**config.mk**
```make
export PLATFORM = sky130hd
export DESIGN_NAME = argmax_stream_ctrl
export DESIGN_NICKNAME = d
export VERILOG_FILES = /design/src/rtl/argmax_pkg.sv /design/src/rtl/argmax_update.sv /design/src/rtl/argmax_stream_ctrl.sv
export SDC_FILE = /design/constraint.sdc
export NUM_CORES = 1
export LEC_CHECK = 0
export ABC_AREA = 1
export CELL_PAD_IN_SITES_DETAIL_PLACEMENT = 2
export CELL_PAD_IN_SITES_GLOBAL_PLACEMENT = 2
export CORE_AREA = 8 8 82 84
export CTS_CLUSTER_DIAMETER = 150
export DETAILED_ROUTE_END_ITERATION = 12
export DIE_AREA = 0 0 90 92
export GPL_ROUTABILITY_DRIVEN = 0
export PLACE_DENSITY_LB_ADDON = 0.05
export SLEW_MARGIN = 0
export SYNTH_ARGS = -nofsm -noshare
export SYNTH_HDL_FRONTEND = slang
export SYNTH_SLANG_ARGS = --single-unit
```
**constraint.sdc**
```tcl
create_clock -name clk -period 5.2 [get_ports clk]
set_clock_uncertainty 0.15 [all_clocks]
set_input_delay 0.52 -clock clk [delete_from_list [all_inputs] [get_ports clk]]
set_output_delay 0.52 -clock clk [all_outputs]
set_load 0.02 [all_outputs]
```
**src/rtl/argmax_pkg.sv**
```systemverilog
// Shared types and helpers for the streaming reduction blocks (argmax and friends).
package argmax_pkg;

  typedef enum logic {ACCUM, RESULT} state_t;

  // Index width that never collapses to zero bits.
  function automatic int idx_w(input int n);
    return (n > 2) ? $clog2(n) : 1;
  endfunction

  // a > b for w-bit operands zero-extended to 64 bits. Flipping the sign bit maps
  // two's-complement ordering onto unsigned ordering, so one comparator serves both.
  function automatic logic gt(input logic [63:0] a, input logic [63:0] b,
                              input int w, input bit sgn);
    logic [63:0] flip;
    flip = sgn ? (64'd1 << (w - 1)) : 64'd0;
    return (a ^ flip) > (b ^ flip);
  endfunction

endpackage

```
**src/rtl/argmax_update.sv**
```systemverilog
// Compare-select for one score beat: keep the running max or take the new score.
module argmax_update
  import argmax_pkg::*;
#(
  parameter int WIDTH  = 16,
  parameter int IW     = 2,
  parameter int SIGNED = 0
) (
  input  logic [WIDTH-1:0] cur_val,
  input  logic [IW-1:0]    cur_idx,
  input  logic [WIDTH-1:0] new_val,
  input  logic [IW-1:0]    new_idx,
  input  logic             first,
  output logic [WIDTH-1:0] next_val,
  output logic [IW-1:0]    next_idx
);

  logic take;

  // Strict compare keeps the lowest index on ties.
  assign take     = first || gt(64'(new_val), 64'(cur_val), WIDTH, SIGNED != 0);
  assign next_val = take ? new_val : cur_val;
  assign next_idx = take ? new_idx : cur_idx;

endmodule

```
**src/rtl/argmax_stream_ctrl.sv**
```systemverilog
// Frame-wise argmax over a valid/ready score stream; one result beat per N scores.
module argmax_stream_ctrl
  import argmax_pkg::*;
#(
  parameter int N      = 4,
  parameter int WIDTH  = 16,
  parameter int SIGNED = 0
) (
  input  logic                 clk,
  input  logic                 rst_n,
  input  logic                 in_valid,
  output logic                 in_ready,
  input  logic [WIDTH-1:0]     in_data,
  input  logic                 in_last,
  output logic                 out_valid,
  input  logic                 out_ready,
  output logic [$clog2(N)-1:0] out_index,
  output logic [WIDTH-1:0]     out_value,
  output logic                 out_err
);

  localparam int IW = idx_w(N);
  localparam logic [IW-1:0] LAST_CNT = IW'(N - 1);

  state_t           state;
  logic [IW-1:0]    cnt;
  logic [WIDTH-1:0] max_val;
  logic [IW-1:0]    max_idx;
  logic             err;

  logic             accept;
  logic             first;
  logic             last_beat;
  logic             beat_err;
  logic [WIDTH-1:0] next_val;
  logic [IW-1:0]    next_idx;

  assign in_ready  = (state == ACCUM);
  assign out_valid = (state == RESULT);
  assign out_index = max_idx;
  assign out_value = max_val;
  assign out_err   = err;

  assign accept    = in_valid && in_ready;
  assign first     = (cnt == '0);
  assign last_beat = (cnt == LAST_CNT);
  // in_last is only checked against the counter; it never changes the frame length.
  assign beat_err  = last_beat ? !in_last : in_last;

  argmax_update #(
    .WIDTH  (WIDTH),
    .IW     (IW),
    .SIGNED (SIGNED)
  ) u_update (
    .cur_val  (max_val),
    .cur_idx  (max_idx),
    .new_val  (in_data),
    .new_idx  (cnt),
    .first    (first),
    .next_val (next_val),
    .next_idx (next_idx)
  );

  always_ff @(posedge clk) begin
    if (!rst_n) begin
      state   <= ACCUM;
      cnt     <= '0;
      max_val <= '0;
      max_idx <= '0;
      err     <= 1'b0;
    end else begin
      case (state)
        ACCUM: begin
          if (accept) begin
            max_val <= next_val;
            max_idx <= next_idx;
            err     <= beat_err || (err && !first);
            if (last_beat) begin
              cnt   <= '0;
              state <= RESULT;
            end else begin
              cnt <= cnt + 1'b1;
            end
          end
        end
        RESULT: begin
          if (out_ready) state <= ACCUM;
        end
        default: state <= ACCUM;
      endcase
    end
  end

endmodule

```
==> results of run 1 <==
[cell usage in the layout, fill, tap and decap left out]
master / n
nand4_1: 1
clkbuf_8: 4
ha_1: 18
o21ai_0: 3
clkdlybuf4s50_1: 41
dfxtp_1: 22
nor2_2: 2
nand3_1: 20
inv_1: 29
a21o_2: 1
nand2_1: 38
o22ai_1: 1
nor2_1: 24
inv_2: 1
a21oi_1: 23
nand2_2: 1
nand2_4: 1
a211oi_1: 1
buf_4: 1
a21oi_2: 5
[per-stage QoR]
step | cells | setup slack [ns] | power [mW] | hold WS [ns] | utilization
final | 309 | 2.81 | 0.566 | 0.325 | 0.353
after global routing | 309 | 2.56 | 0.613 | 0.365 | 0.353
after CTS | 309 | 2.77 | 0.581 | 0.331 | 0.353
after detailed placement | 305 | 2.48 | 0.445 | 0.315 | 0.343
after global placement | 305 | 2.54 | 0.432 | 0.308 | 0.343
after floorplan | 199 | 3.30 | 0.356 | 0.313 | -
[sequential cells by signal (all words and copies together), names as in the netlist]
register   flops
out_value     16
cnt            2
out_index      2
out_err        1
out_valid      1
[cell type report]
class	instances	area (sq um)
fillers	662	3500
flip-flops and latches	22	440
multi-input cells	139	791
repair buffers	42	418
clock buffers	4	55.1
well taps	72	90.1
inverters	30	113
[power by group]
| part | switching, mW | internal, mW |
|---|---|---|
| Sequential | 0.0122 | 0.191 |
| Clock | 0.0624 | 0.0676 |
| Combinational | 0.133 | 0.100 |
[kinds of logic (layout without fill, tap and decap cells)]
family	after synthesis	in the layout	share of synthesized area
adder cells (fa/ha/maj)	18	18	0.160
AO/OA/AOI/OAI	34	34	0.139
flip-flops	22	22	0.313
buffers and inverters	38	76	0.126
AND/OR/NAND/NOR	87	87	0.262
[worst paths after layout]
| path | slack, ns | start | endpoint | depth (start not counted) |
|---|---|---|---|---|
| worst min register to register | 0.33 | out_err | out_err | 2 |
| worst min-delay path | 0.33 | out_err | out_err | 2 |
| worst max-delay path | 2.81 | in_data[1] | out_value[14] | 14 |
| worst max register to register | 3.11 | out_value[7] | out_value[14] | 11 |
[routing by layer]
layer / vias to the layer above / part of all wire
met1: 674 / 0.45
met3: 5 / 0.035
met5: - / 0
met2: 25 / 0.51
met4: 0 / 0.0086
li1: 710 / -
[worst max-delay path: stages]
cell and delay, ns:
clkdlybuf4s50_1 0.46, ha_1 0.35, nand2_1 0.08, nand2_1 0.05, nand2_1 0.05, nand2_1 0.05
nand2_1 0.05, nand2_1 0.05, nand2_1 0.07, nand2_2 0.06, nand2_4 0.32, nand3_1 0.14
nand2_1 0.09, nor2_1 0.06
==> flow_metrics.py, run 1 <==
metrics = {
    "clock_tree": {
        "clockRootBuffer": "clkbuf_8",
        "post_cts_resized": 0,
        "numClockSinks": 22,
        "cts_tree": "yes",
        "cts_buffers": 3,
        "clk_latency_ns": 0.27,
        "clkTransAtPathRegs_ns": 0.09,
        "cts_hold_buf": 0,
        "clock_path_buffers": 2,
        "post_cts_buffers": 0,
        "htreeDepth": 1,
    },
    "die": {
        "die-area_sq_mm": 0.00828,
        "rows": 27,
        "dieWidth_um": 90,
        "dieHeight_um": 92,
        "start_util": 0.261,
        "io_pins": 42,
        "core_area_sq_mm": 0.00541,
    },
    "placement": {
        "place_area_sq_mm": 0.00185,
        "dpl.hpwl_um": 3410,
        "io_buffers": 41,
    },
    "critical_path": {
        "cp-start-kind": "input port",
        "arrival_ns": 2.40,
        "cp-end-kind": "flip-flop",
        "cp_max_fo": 36,
        "cp_data_required_time_ns": 5.22,
        "crit_type": "in2reg",
    },
    "synthesis": {
        "synth_common_cells": "38 x nand2_1, 29 x inv_1, 24 x nor2_1, 23 x a21oi_1, 22 x dfxtp_1",
        "synth_seq_cells": 22,
        "synth.most_common_cell": "nand2_1",
        "synth_flop_cell": "dfxtp_1",
        "synthTopCellsByArea": "dfxtp_1 31%, ha_1 16%, nand2_1 10%",
        "syn_area_sq_mm": 0.00141,
        "synthCells": 199,
        "syn_avg_cell_area_sq_um": 7.08,
        "synthArstFlopShare": 0,
        "yosysTopAreaCell": "dfxtp_1",
        "ys_seq_area_frac": 0.313,
        "synth_nets": 238,
        "yosysWarnings": 0,
        "synth_cell_types": 19,
        "synth-edff-count": 0,
        "synth_top_area_share": 0.313,
    },
    "cells_and_area": {
        "final_area_sq_mm": 0.00191,
        "area_growth_syn_to_layout_pct": 35.3,
        "fin_nets": 277,
        "drive_above_1_share": 0.0675,
        "n_antenna_cell": 0,
    },
    "power_and_ir_drop": {
        "peakVddDrop_mv": 0.101,
        "p_leak_nw": 0.866,
        "power-per-cell-area_mw_per_mm2": 297,
    },
    "sta": {
        "setup_tns_ns": 0,
        "worst_slew_pin_slew_ns": 0.851,
        "drv_slew": 0,
        "maxSlewHeadroom": 0.431,
        "hold_violations": 0,
        "grt_setup_unrepaired": "false",
        "period_minus_slack_ns": 2.39,
        "setup_viol": 0,
        "fmax_ghz": 0.419,
        "period_share": 0.459,
    },
    "global_route": {
        "grt_pass1_wl_um": 7520,
        "antenna_found_initial": 0,
        "met1_usage": 0.129,
        "grt_usage": 0.108,
        "grt_pass1_vias": 1585,
        "overflow": 0,
        "busiest_layer": "met2",
        "grt_util_met2": 0.193,
        "met3_usage": 0.0236,
        "grt_max_degree": 38,
    },
    "routing": {
        "vias": 1414,
        "post_drt_wl_per_cell_um": 14.3,
        "drc": 0,
        "ant_nets": 0,
        "drtIter0Drc": 19,
        "routed_wl_um": 4410,
        "vias_per_cell": 4.58,
        "firstDrtPassIters": 3,
    },
    "worst_hold_path": {
        "hold_class": "reg2reg",
    },
    "job": {
        "max_cap_viol_count": 0,
    },
    "run_status": {
        "status": "complete, no violations",
    },
}
(Power assumes the default switching activity.)
==> inputs of run 2 (changes only) <==
CORE_AREA = 8 8 90 92   (was 8 8 82 84)
DIE_AREA = 0 0 98 100   (was 0 0 90 92)
clock period = 2 ns   (was 5.2 ns; I/O delays follow)
==> run 2 against run 1 <==
Effect of this change: the flow now finishes with violations (setup timing); non-clock buffer count increased by 20; routed wire length increased by 21%; combinational power increased to 4.0 times the previous value; die area up 18%; sequential power rose to 2.7 times the previous value; worst setup slack got worse by 2.9 ns; critical endpoint is now out_value[5]; largest cell class unchanged.
==> flow_metrics.py, run 2 (synthesized netlist as in run 1, its figures left out) <==
metrics = {
    "run_status": {
        "status": "complete, but fails checks",
        "violations": "setup timing",
    },
    "sta": {
        "setup_viol": 18,
        "period_minus_slack_ns": 2.04,
        "whs_ns": 0.0417,
        "maxSlewHeadroom": 0.745,
        "grt_setup_unrepaired": "true",
        "fin_ws_ns": -0.0443,
        "worst_slew_pin_slew_ns": 0.382,
        "fmax_ghz": 0.489,
        "setup_tns_ns": -0.412,
        "period_share": 1.02,
        "drv_slew": 0,
        "hold_violations": 0,
    },
    "worst_hold_path": {
        "hp-start": "in_data[0]",
        "whs_path_depth": 3,
        "hold_class": "in2reg",
    },
    "global_route": {
        "grt_usage": 0.0975,
        "antenna_found_initial": 0,
        "grt_pass1_wl_um": 7850,
        "overflow": 0,
        "grt_max_degree": 25,
        "grt_pass1_vias": 1669,
    },
    "clock_tree": {
        "clk_latency_ns": 0.27,
        "numClockSinks": 22,
        "clockRootBuffer": "clkbuf_8",
        "cts_tree": "yes",
        "cts_buffers": 3,
        "clock_path_buffers": 2,
        "htreeDepth": 1,
        "clkTransAtPathRegs_ns": 0.09,
    },
    "cells_and_area": {
        "largest_reg_flops": 16,
        "n_antenna_cell": 0,
        "area_growth_syn_to_layout_pct": 79.4,
        "final_area_sq_mm": 0.00253,
        "final_cell_mix": "31 x nand2_1, 30 x clkdlybuf4s50_1, 21 x inv_1",
        "finish.utilization": 0.380,
        "final_common_cell": "nand2_1",
        "drive_above_1_share": 0.395,
        "fin_nets": 297,
    },
    "critical_path": {
        "cp_max_fo": 8,
        "crit_buf_inv": 2,
        "reg2reg_depth": 13,
        "r2r_start": "out_value[5]",
        "cp_common_cell": "nor2_1",
        "crit_type": "reg2reg",
        "max_stage_delay_ns": 0.36,
        "cp_data_required_time_ns": 2.02,
        "crit_chain": "inv_4 > ha_4 > a21oi_1 > nor2_1 > nor2_1 > nand2_1 > nand2_1 > nand2_2 > nand2_8 > clkbuf_16 > nand3_4 > nand2_2 > nor2_1",
        "cp_num_cells": 13,
        "cp-end-kind": "flip-flop",
        "cpLargestDelayFamily": "simple AND/OR/NAND/NOR gates",
        "critical-path-slowest-cell": "dfxtp_2",
        "cp-startpoint": "out_value[5]",
        "arrival_ns": 2.07,
        "cp-start-kind": "flip-flop",
    },
    "job": {
        "max_cap_viol_count": 0,
    },
    "routing": {
        "vias_per_cell": 4.54,
        "vias": 1525,
        "ant_nets": 0,
        "post_drt_wl_per_cell_um": 15.9,
        "routed_wl_um": 5340,
        "drc": 0,
        "firstDrtPassIters": 2,
        "drtIter0Drc": 21,
    },
    "power_and_ir_drop": {
        "peakVddDrop_mv": 0.268,
        "p_leak_nw": 1.15,
        "power-per-cell-area_mw_per_mm2": 700,
        "power_mw": 1.77,
    },
    "die": {
        "rows": 30,
        "dieWidth_um": 98,
        "core_area_sq_mm": 0.00664,
        "start_util": 0.212,
        "io_pins": 42,
        "dieHeight_um": 100,
        "die-area_sq_mm": 0.00980,
    },
    "placement": {
        "dpl.hpwl_um": 3580,
        "place_area_sq_mm": 0.00195,
        "io_buffers": 41,
    },
}
[run 2: metal layers]
layer,vias to the layer above,wire [um],global-route usage
met5,-,0,0
met4,0,39,0.0216
met3,5,193,0.0249
met2,26,2640,0.171
met1,741,2470,0.117
li1,753,-,-
[run 2: worst min-delay path, cell delays in order]
cell and delay, ns:
dlymetal6s2s_1 0.10, a21oi_1 0.05, nor2_1 0.07
[run 2: cell type report]
cell class,count,area [sq um]
sequential,22,459
tap,80,100
fill,747,4120
timing repair buffer,62,698
inverter,30,115
clock buffer,3,41.3
multi-input combinational,139,1110
[run 2: what timing repair did]
item,CTS,global route
gates resized for setup,0,87
endpoints found under the setup margin,0,18
buffers inserted,0,5
hold buffers,0,0
[run 2: final timing paths]
| check | end | slack, ns |
|---|---|---|
| setup / recovery | out_value[5] | -0.04 |
| hold / removal | out_value[0] | 0.04 |
| setup reg to reg | out_value[5] | -0.04 |
| hold reg to reg | out_err | 0.35 |
[run 2: power by group]
group          total (mW)  switching, mW  internal [mW]
Clock               0.300          0.165          0.135
Combinational       0.926          0.473          0.453
Sequential          0.542         0.0372          0.505
[run 2: stage by stage]
stage / worst slack [ns] / std cells
floorplan: 0.122 / 199
global placement: -0.214 / 322
detailed placement: -0.248 / 322
CTS: 0.0263 / 325
global route: -0.174 / 336
finish: -0.0443 / 336
